## src/rtl/cordic_output_stage_if.sv

```systemverilog
// Handshake and data bundle between the CORDIC rotation pipeline, the output
// stage and its consumer.
`timescale 1ns/1ps
interface cordic_output_stage_if;
  logic               start;
  logic               flip;
  logic               start_ready;
  logic signed [31:0] x_in;
  logic signed [31:0] y_in;
  logic signed [31:0] z_in;
  logic signed [31:0] cos_out;
  logic signed [31:0] sin_out;
  logic signed [31:0] z_res;
  logic               out_valid;
  logic               out_ready;
  logic               overflow;

  modport slave (
    input  start, flip, x_in, y_in, z_in, out_ready,
    output start_ready, cos_out, sin_out, z_res, out_valid, overflow
  );

  modport master (
    output start, flip, x_in, y_in, z_in, out_ready,
    input  start_ready, cos_out, sin_out, z_res, out_valid, overflow
  );
endinterface

```

## src/rtl/cordic_output_stage.sv

```systemverilog
// CORDIC output stage: tracks issued angles through the rotation pipeline,
// undoes the pi fold on arrival and buffers results in a credit-managed FIFO.
`timescale 1ns/1ps
module cordic_output_stage #(
  parameter int PIPE_DEPTH = 16,
  parameter int FIFO_DEPTH = 4
) (
  input logic                  clk,
  input logic                  rst_n,
  cordic_output_stage_if.slave io
);
  localparam int             AW      = $clog2(FIFO_DEPTH);
  localparam int             CW      = $clog2(FIFO_DEPTH + 1);
  localparam logic [CW-1:0]  CNT_MAX = CW'(FIFO_DEPTH);
  localparam logic [AW:0]    PTR_MSB = {1'b1, {AW{1'b0}}};

  // Negating the most negative value would wrap back onto itself.
  function automatic logic signed [31:0] sat_neg(input logic signed [31:0] v);
    if (v == 32'sh8000_0000) return 32'sh7FFF_FFFF;
    return -v;
  endfunction

  logic [PIPE_DEPTH-1:0] vld_q, vld_d;
  logic [PIPE_DEPTH-1:0] flp_q, flp_d;
  logic [CW-1:0]         count_q, count_d;
  logic [AW:0]           wr_ptr_q, wr_ptr_d;
  logic [AW:0]           rd_ptr_q, rd_ptr_d;
  logic                  ovf_q, ovf_d;

  logic                  tail_vld, tail_flp;
  logic                  issue, push, pop, wr_en, full, empty;
  logic signed [31:0]    x_cor, y_cor;

  logic signed [31:0]    cos_mem [FIFO_DEPTH];
  logic signed [31:0]    sin_mem [FIFO_DEPTH];
  logic signed [31:0]    z_mem   [FIFO_DEPTH];

  assign tail_vld = vld_q[PIPE_DEPTH-1];
  assign tail_flp = flp_q[PIPE_DEPTH-1];

  assign empty = (wr_ptr_q == rd_ptr_q);
  assign full  = ((wr_ptr_q ^ rd_ptr_q) == PTR_MSB);

  assign io.start_ready = (count_q < CNT_MAX);
  assign issue          = io.start & io.start_ready;
  assign pop            = ~empty & io.out_ready;
  assign push           = tail_vld;
  // A pop in the same cycle frees the slot, so a full FIFO can still take the push.
  assign wr_en          = push & (~full | pop);

  assign x_cor = tail_flp ? sat_neg(io.x_in) : io.x_in;
  assign y_cor = tail_flp ? sat_neg(io.y_in) : io.y_in;

  always_comb begin
    vld_d    = (vld_q << 1) | PIPE_DEPTH'(issue);
    flp_d    = (flp_q << 1) | PIPE_DEPTH'(io.flip);
    wr_ptr_d = wr_ptr_q + (AW+1)'(wr_en);
    rd_ptr_d = rd_ptr_q + (AW+1)'(pop);
    ovf_d    = ovf_q | (push & full & ~pop);
    count_d  = count_q;
    case ({issue, pop && (count_q != '0)})
      2'b10:   count_d = count_q + 1'b1;
      2'b01:   count_d = count_q - 1'b1;
      default: count_d = count_q;
    endcase
  end

  always_ff @(posedge clk or negedge rst_n) begin
    if (!rst_n) begin
      vld_q    <= '0;
      flp_q    <= '0;
      count_q  <= '0;
      wr_ptr_q <= '0;
      rd_ptr_q <= '0;
      ovf_q    <= 1'b0;
    end else begin
      vld_q    <= vld_d;
      flp_q    <= flp_d;
      count_q  <= count_d;
      wr_ptr_q <= wr_ptr_d;
      rd_ptr_q <= rd_ptr_d;
      ovf_q    <= ovf_d;
    end
  end

  always_ff @(posedge clk) begin
    if (wr_en) begin
      cos_mem[wr_ptr_q[AW-1:0]] <= x_cor;
      sin_mem[wr_ptr_q[AW-1:0]] <= y_cor;
      z_mem[wr_ptr_q[AW-1:0]]   <= io.z_in;
    end
  end

  assign io.out_valid = ~empty;
  assign io.overflow  = ovf_q;
  assign io.cos_out   = empty ? '0 : cos_mem[rd_ptr_q[AW-1:0]];
  assign io.sin_out   = empty ? '0 : sin_mem[rd_ptr_q[AW-1:0]];
  assign io.z_res     = empty ? '0 : z_mem[rd_ptr_q[AW-1:0]];
endmodule

```

## src/flat_wrapper.sv

```systemverilog
// flat-port wrapper written by rule: the top's interface ports become plain ports
module cordic_output_stage_flat 
#(
  parameter int PIPE_DEPTH = 16,
  parameter int FIFO_DEPTH = 4
)
  (clk, rst_n, io_start, io_flip, io_x_in, io_y_in, io_z_in, io_out_ready, io_start_ready, io_cos_out, io_sin_out, io_z_res, io_out_valid, io_overflow);
  cordic_output_stage_if io_i ();
  input logic clk;
  input logic rst_n;
  input wire logic [$bits(io_i.start)-1:0] io_start;
  input wire logic [$bits(io_i.flip)-1:0] io_flip;
  input wire logic [$bits(io_i.x_in)-1:0] io_x_in;
  input wire logic [$bits(io_i.y_in)-1:0] io_y_in;
  input wire logic [$bits(io_i.z_in)-1:0] io_z_in;
  input wire logic [$bits(io_i.out_ready)-1:0] io_out_ready;
  output wire logic [$bits(io_i.start_ready)-1:0] io_start_ready;
  output wire logic [$bits(io_i.cos_out)-1:0] io_cos_out;
  output wire logic [$bits(io_i.sin_out)-1:0] io_sin_out;
  output wire logic [$bits(io_i.z_res)-1:0] io_z_res;
  output wire logic [$bits(io_i.out_valid)-1:0] io_out_valid;
  output wire logic [$bits(io_i.overflow)-1:0] io_overflow;
  assign io_i.start = io_start;
  assign io_i.flip = io_flip;
  assign io_i.x_in = io_x_in;
  assign io_i.y_in = io_y_in;
  assign io_i.z_in = io_z_in;
  assign io_i.out_ready = io_out_ready;
  assign io_start_ready = io_i.start_ready;
  assign io_cos_out = io_i.cos_out;
  assign io_sin_out = io_i.sin_out;
  assign io_z_res = io_i.z_res;
  assign io_out_valid = io_i.out_valid;
  assign io_overflow = io_i.overflow;
  cordic_output_stage #(.PIPE_DEPTH(PIPE_DEPTH), .FIFO_DEPTH(FIFO_DEPTH)) u_core (.clk(clk), .rst_n(rst_n), .io(io_i));
endmodule
```

## config.mk

```make
export PLATFORM = sky130hd
export DESIGN_NAME = cordic_output_stage_flat
export DESIGN_NICKNAME = d
export VERILOG_FILES = /design/src/rtl/cordic_output_stage_if.sv /design/src/rtl/cordic_output_stage.sv /design/src/flat_wrapper.sv
export SDC_FILE = /design/constraint.sdc
export NUM_CORES = 1
export LEC_CHECK = 0
export BUFFER_PORTS_ARGS = -buffer_cell sky130_fd_sc_hd__buf_2
export CAP_MARGIN = 10
export CELL_PAD_IN_SITES_DETAIL_PLACEMENT = 0
export CELL_PAD_IN_SITES_GLOBAL_PLACEMENT = 1
export CORE_MARGIN = 2
export CORE_UTILIZATION = 43
export CTS_BUF_LIST = sky130_fd_sc_hd__clkbuf_4 sky130_fd_sc_hd__clkbuf_8
export CTS_CLUSTER_DIAMETER = 200
export DETAILED_ROUTE_END_ITERATION = 8
export GPL_TIMING_DRIVEN = 0
export HOLD_SLACK_MARGIN = 0.06
export PLACE_DENSITY_LB_ADDON = 0.1
export RECOVER_POWER = 25
export SLEW_MARGIN = 30
export SYNTH_ARGS = -nofsm -noshare
export SYNTH_HDL_FRONTEND = slang
export SYNTH_SLANG_ARGS = --single-unit
```

## constraint.sdc

```tcl
create_clock -name clk -period 11.3 [get_ports clk]
set_input_delay 2.26 -clock clk [delete_from_list [all_inputs] [get_ports clk]]
set_output_delay 2.26 -clock clk [all_outputs]
set_load 0.02 [all_outputs]
```

[Yosys cells after proc, flatten, opt, wreduce, memory -nomap -nowiden]
Memory sizes are Yosys's and may differ from the RTL's.
Cells that the tools add are included.
Storage, ports and cells
  register bits after elaboration: 42
  memory bits (writable): 384
  input port bits: 101
  output and inout port bits: 99
  logic and storage cells: 52
  memories: 3
Operators by class
  add/subtract/negate cells: 6
  $lt $le $gt $ge: 1
  equal/unequal tests: 6
  muxes and demuxes: 14
  bitwise logic cells: 13
  reductions and logical operators: 3
Memories
  u_core.cos_mem: words 4, width 32, read ports 1, clocked after Yosys merged registers in 0, write ports 1, RTL line cordic_output_stage.sv:34  | logic signed [31:0] cos_mem [FIFO_DEPTH];
  u_core.sin_mem: words 4, width 32, read ports 1, clocked after Yosys merged registers in 0, write ports 1, RTL line cordic_output_stage.sv:35  | logic signed [31:0] sin_mem [FIFO_DEPTH];
  u_core.z_mem: words 4, width 32, read ports 1, clocked after Yosys merged registers in 0, write ports 1, RTL line cordic_output_stage.sv:36  | logic signed [31:0] z_mem [FIFO_DEPTH];
Operators by type and width (number)
  2-to-1 mux 32 bit: 9
  equality test 32 bit (second input constant): 2
  negation 32 bit: 2
  bitwise OR 16 x 1 -> 16 bit: 2
  adder 3 x 1 -> 3 bit: 2
  one-hot mux 3 bit (2 select lines): 1
  AND 1 bit: 5
  2-to-1 mux 1 bit: 4
  adder 3 x 1 -> 3 bit (second input constant): 1
  equality test 3 bit: 1
  equality test 3 bit (second input constant): 1
  less-than comparator 3 bit (second input constant): 1
  NOT 1 bit: 3
  nonzero test 3 bit: 1
  subtractor 3 x 1 -> 3 bit (second input constant): 1
  bitwise XOR 3 bit: 1
  equality test 2 x 1 -> 1 bit (second input constant): 1
  equality test 2 bit (second input constant): 1
  bitwise OR 1 bit: 2
  nonzero test 2 bit: 1
  logical AND 1 bit: 1

[Longest topological paths before layout]
  word-level depth: 7
  mapped depth: 12
  depth with buffers taken out: 10

[Worst setup path before layout]
Ideal clock, no wire load.
  path type: input-to-reg
  from: in io_out_ready
  to: mem u_core.cos_mem[0][0], enable pin
  library setup time: 0.688 ns
  data arrival time: 9.544 ns
  required time: 10.612 ns
  setup slack: 1.069 ns
  stages on the path: 3
  buffers on the path: 0
  path through: nor4_1 nor2b_1 nor3b_1
On the way
  cells in the longest elaborated chain, start to end: 5
RTL lines
  start, declared: RTL line flat_wrapper.sv:16  | input wire logic [$bits(io_i.out_ready)-1:0] io_out_ready;
  AND 1 bit: RTL line cordic_output_stage.sv:46  | assign pop = ~empty & io.out_ready;
  bitwise OR 1 bit: RTL line cordic_output_stage.sv:49  | assign wr_en = push & (~full | pop);
  AND 1 bit: RTL line cordic_output_stage.sv:49
  2-to-1 mux 1 bit: RTL line cordic_output_stage.sv:87  | if (wr_en) begin
  2-to-1 mux 1 bit (implied by the code): RTL line cordic_output_stage.sv:88  | cos_mem[wr_ptr_q[AW-1:0]] <= x_cor;
  end, declared: RTL line cordic_output_stage.sv:34
No other way between the ends.

[Worst setup path after layout]
  from: reg u_core.rd_ptr_q[1]
  to: out io_cos_out[3]
On the way
  cells in the longest elaborated chain, start to end: 2
  elaborated cells between the ends (all ways): 3
  classes of those cells: 1 x eq/ne; 1 x mux; 1 x memory
RTL lines
  start, declared: RTL line cordic_output_stage.sv:27  | logic [AW:0] rd_ptr_q, rd_ptr_d;
  start signal, assigned: RTL line cordic_output_stage.sv:81  | rd_ptr_q <= rd_ptr_d;
  memory read (4 x 32 bit) or equality test 3 bit (tied branches)
  2-to-1 mux 32 bit *: RTL line cordic_output_stage.sv:96  | assign io.cos_out = empty ? '0 : cos_mem[rd_ptr_q[AW-1:0]];
  end, declared: RTL line flat_wrapper.sv:18  | output wire logic [$bits(io_i.cos_out)-1:0] io_cos_out;
Mark *: on every way between the ends. The rest lies on a longest branch, timed or not.

==> impl_metrics.py <==
metrics = {
    "clocking": {
        "cts_buffers": 72,
        "cts-root-buf": "clkbuf_8",
        "clk_latency_ns": 0.61,
        "cts_sinks": 426,
        "holdBufCountCts": 0,
        "ctsResizeCount": 0,
        "postCtsSetupRepairBufs": 0,
        "cts.clk_slew.worst_paths_ns": 0.06,
        "h-tree-depth": 3,
        "cts_tree": "built",
        "clk_path_buf_depth": 3,
    },
    "sta": {
        "clock.fmax_mhz": 158,
        "slew_viol_final": 55,
        "holdWs_ns": 0.342,
        "fin_crit_sh": 0.559,
        "relSlewSlack": -0.451,
        "grt_setup_unrepaired": "false",
        "layout_setup_ws_ns": 4.99,
        "fin_crit_ns": 6.31,
        "hold_viol_final": 0,
        "finalClockSkew_ns": 0.0164,
        "tns_ns": 0,
        "setup_viol": 0,
        "worst_pin_slew_ns": 2.18,
    },
    "run_status": {
        "violations": "capacitance limit, slew limit",
        "status": "complete, but fails checks",
    },
    "yosys": {
        "synth.distinct_cells": 52,
        "synth_xor_area_frac": 0.0230,
        "ys.flop_type": "edfxtp_1",
        "synth_mux_area_frac": 0.129,
        "synth-seq-cells": 426,
        "yosys-top-cells-area": "edfxtp_1 66%, mux4_2 12%, dfrtp_1 6.0%",
        "synth_top_area_frac": 0.657,
        "syn-num-nets": 1089,
        "async_flop_share": 0.0986,
        "yosysMostFrequentCell": "edfxtp_1",
        "synth_simple_gate_area_frac": 0.0811,
        "synth_top_area_cell": "edfxtp_1",
        "synthCells": 980,
        "synth_top_family_by_area": "multiplexers",
        "ys_warn_count": 0,
        "ys_seq_area_frac": 0.717,
        "yosys.area_share.adder": 0.00613,
        "ys_top_cells_by_count": "384 x edfxtp_1, 99 x nor2b_1, 96 x mux4_2",
        "synth_area_mm2": 0.0176,
        "synth-edff-count": 384,
        "synth_compound_area_frac": 0.0297,
        "syn_area_per_cell_um2": 17.9,
    },
    "pwr": {
        "sw_frac_of_total": 0.352,
        "leakage_uw": 0.00744,
        "p_sw_uw": 1930,
        "pwr-share-clk": 0.239,
        "seqPwrFrac": 0.373,
        "power_frac_comb": 0.388,
        "intPower_uw": 3550,
        "power_density_mw_per_mm2": 260,
        "peakVddDrop_mv": 0.141,
    },
    "floorplan": {
        "die_h_um": 206,
        "dieWidth_um": 206,
        "io_pins": 200,
        "die_area_mm2": 0.0425,
        "rows": 74,
        "initial_utilization": 0.433,
        "core_mm2": 0.0406,
    },
    "detailed_routing": {
        "met2WireLength_um": 19600,
        "final_antenna_net_count": 0,
        "m1WireLength_um": 18300,
        "drtIter0Drc": 607,
        "drc_errors": 0,
        "wl_per_cell_um": 21.9,
        "vias": 9793,
        "met3_length_um": 2120,
        "dr.pass1.iters": 4,
        "routed_wl_um": 40900,
        "top_layer_used": "met5",
        "vias_per_cell": 5.25,
    },
    "setup_path": {
        "rr_startpoint": "u_core.rd_ptr_q[1]",
        "crit_family": "buffers and inverters",
        "reg2regPathDepth": 12,
        "startpoint_type": "flop",
        "crit_fanout": 10,
        "crit_buf_inv": 4,
        "critPathMaxStageDelay_ns": 0.94,
        "crit_cells": 7,
        "path_common_cell": "clkbuf_1",
        "critPathSlowestCell": "nor3b_1",
        "cp_data_arrival_time_ns": 4.05,
        "startpoint": "u_core.rd_ptr_q[1]",
        "setup.worst_path.end_class": "output pin",
        "path_cells": "clkbuf_1 -> xor2_1 -> nor3b_1 -> clkbuf_1 -> clkbuf_1 -> nor2b_1 -> buf_2",
        "critPathKind": "flop to output pin",
        "worstPathRequired_ns": 9.04,
    },
    "final_layout": {
        "layout-drive-gt1-share": 0.322,
        "design_area_mm2": 0.0210,
        "n_fill_cell": 3459,
        "fin_nets": 1394,
        "syn_to_final_growth_pct": 19.9,
        "fin_util": 0.519,
    },
    "place": {
        "dp_worst_setup_slack_ns": 5.81,
        "place_area_mm2": 0.0198,
        "port_buffers": 199,
        "routabilityCongestion": 0.754,
        "hpwl_um": 28100,
    },
    "global_route": {
        "track_usage": 0.199,
        "grt_pass1_wl_um": 61800,
        "antenna_found_initial": 2,
        "grt_pass1_vias": 10100,
        "grt_max_degree": 43,
        "grt_overflow_total": 0,
    },
    "min_path": {
        "hold_class": "flop to flop",
        "hold_start": "u_core.vld_q[7]",
        "min_path_cells": 0,
    },
    "flow_run": {
        "maxCapViolCount": 2,
    },
}
-- placed cells by master, fill, tap and decap left out, types with 5 or more instances in the layout --
master    synthesis  layout
edfxtp_1        384     384
buf_2             3     171
o21ai_0          18      18
xnor2_1          10      10
dfrtp_1          42      42
xor2_1           36      36
clkbuf_1         33      70
nand2_1          65      65
clkbuf_8          0      75
buf_16            0      12
nor2_1           25      25
nor2b_1          99      99
buf_4             0      13
clkbuf_2          0       5
clkbuf_4          0      29
mux2i_1           9       9
inv_1            12      12
o41ai_1          10      10
nand4_1           5       5
clkinv_1          0      12
or3_1            14      14
o31ai_1          11      11
nor3_1           10      10
mux4_2           96      96
ha_1              7       7
a21oi_1           6       6
nand3_1           8       8
nor4_1           11      10
-- path summary, 6_finish.rpt --
path,slack (ns),endpoint
min,0.34,u_core.vld_q[8]
max in group asynchronous,7.76,u_core.wr_ptr_q[1]
min in group asynchronous,2.29,u_core.rd_ptr_q[0]
min reg2reg,0.34,u_core.vld_q[8]
max reg2reg,7.54,u_core.count_q[2]
max,4.99,io_cos_out[3]
-- worst register-to-register path, delay by kind of cell, from the launching register on --
kind	cells	cell delay, ns
AND/OR/NAND/NOR	3	1.22
buffers and inverters	3	1.10
XOR/XNOR	3	0.43
adder cells (fa/ha/maj)	2	0.37
flip-flops	1	0.36
AO/OA/AOI/OAI	1	0.17
-- cell families after synthesis --
kind of cell,Yosys count
mux,106
simple gates,260
buf+inv,62
flops,426
fa+ha+maj,8
compound gates,72
xor+xnor,46
-- state kept, by name, summed over array words and instances, names as in the netlist --
signal              count
u_core.flp_q           16
u_core.io.overflow      1
u_core.cos_mem        128
u_core.sin_mem        128
u_core.wr_ptr_q         3
u_core.count_q          3
u_core.z_mem          128
u_core.rd_ptr_q         3
u_core.vld_q           16
-- power groups by stage --
stage                     clock network [uW]  logic (uW)  registers (uW)
after floorplan                            0        1370            2090
after global placement                     0        2090            2140
after detailed placement                   0        2180            2080
after CTS                               1360        2190            2050
after global routing                    1420        2310            2060
final                                   1310        2120            2040
-- per-layer routing --
metal  vias to the layer above  track usage
li1                       4481            -
met1                      4978        0.273
met2                       257        0.320
met3                        75       0.0446
met4                         2       0.0569
met5                         -            0
-- stage by stage --
| stage | std cells | power, uW |
|---|---|---|
| 2_1_floorplan | 980 | 3460 |
| 3_3_place_gp | 1711 | 4230 |
| 3_5_place_dp | 1743 | 4260 |
| 4_1_cts | 1865 | 5590 |
| 5_1_grt | 1866 | 5790 |
| 6_report | 1866 | 5480 |
-- area by class of cell --
cell class / instances / area, um2 / area share
Clock buffer: 104 / 1250 / 0.0594
Timing Repair Buffer: 231 / 1450 / 0.0689
Inverter: 12 / 45.0 / 0.00214
Antenna cell: 1 / 2.50 / 0.000119
Sequential cell: 426 / 12600 / 0.598
Clock inverter: 18 / 108 / 0.00511
Multi-Input combinational cell: 492 / 4730 / 0.225
Tap cell: 532 / 666 / 0.0316
Buffer: 50 / 216 / 0.0103
Power figures use the tool's default switching activity.
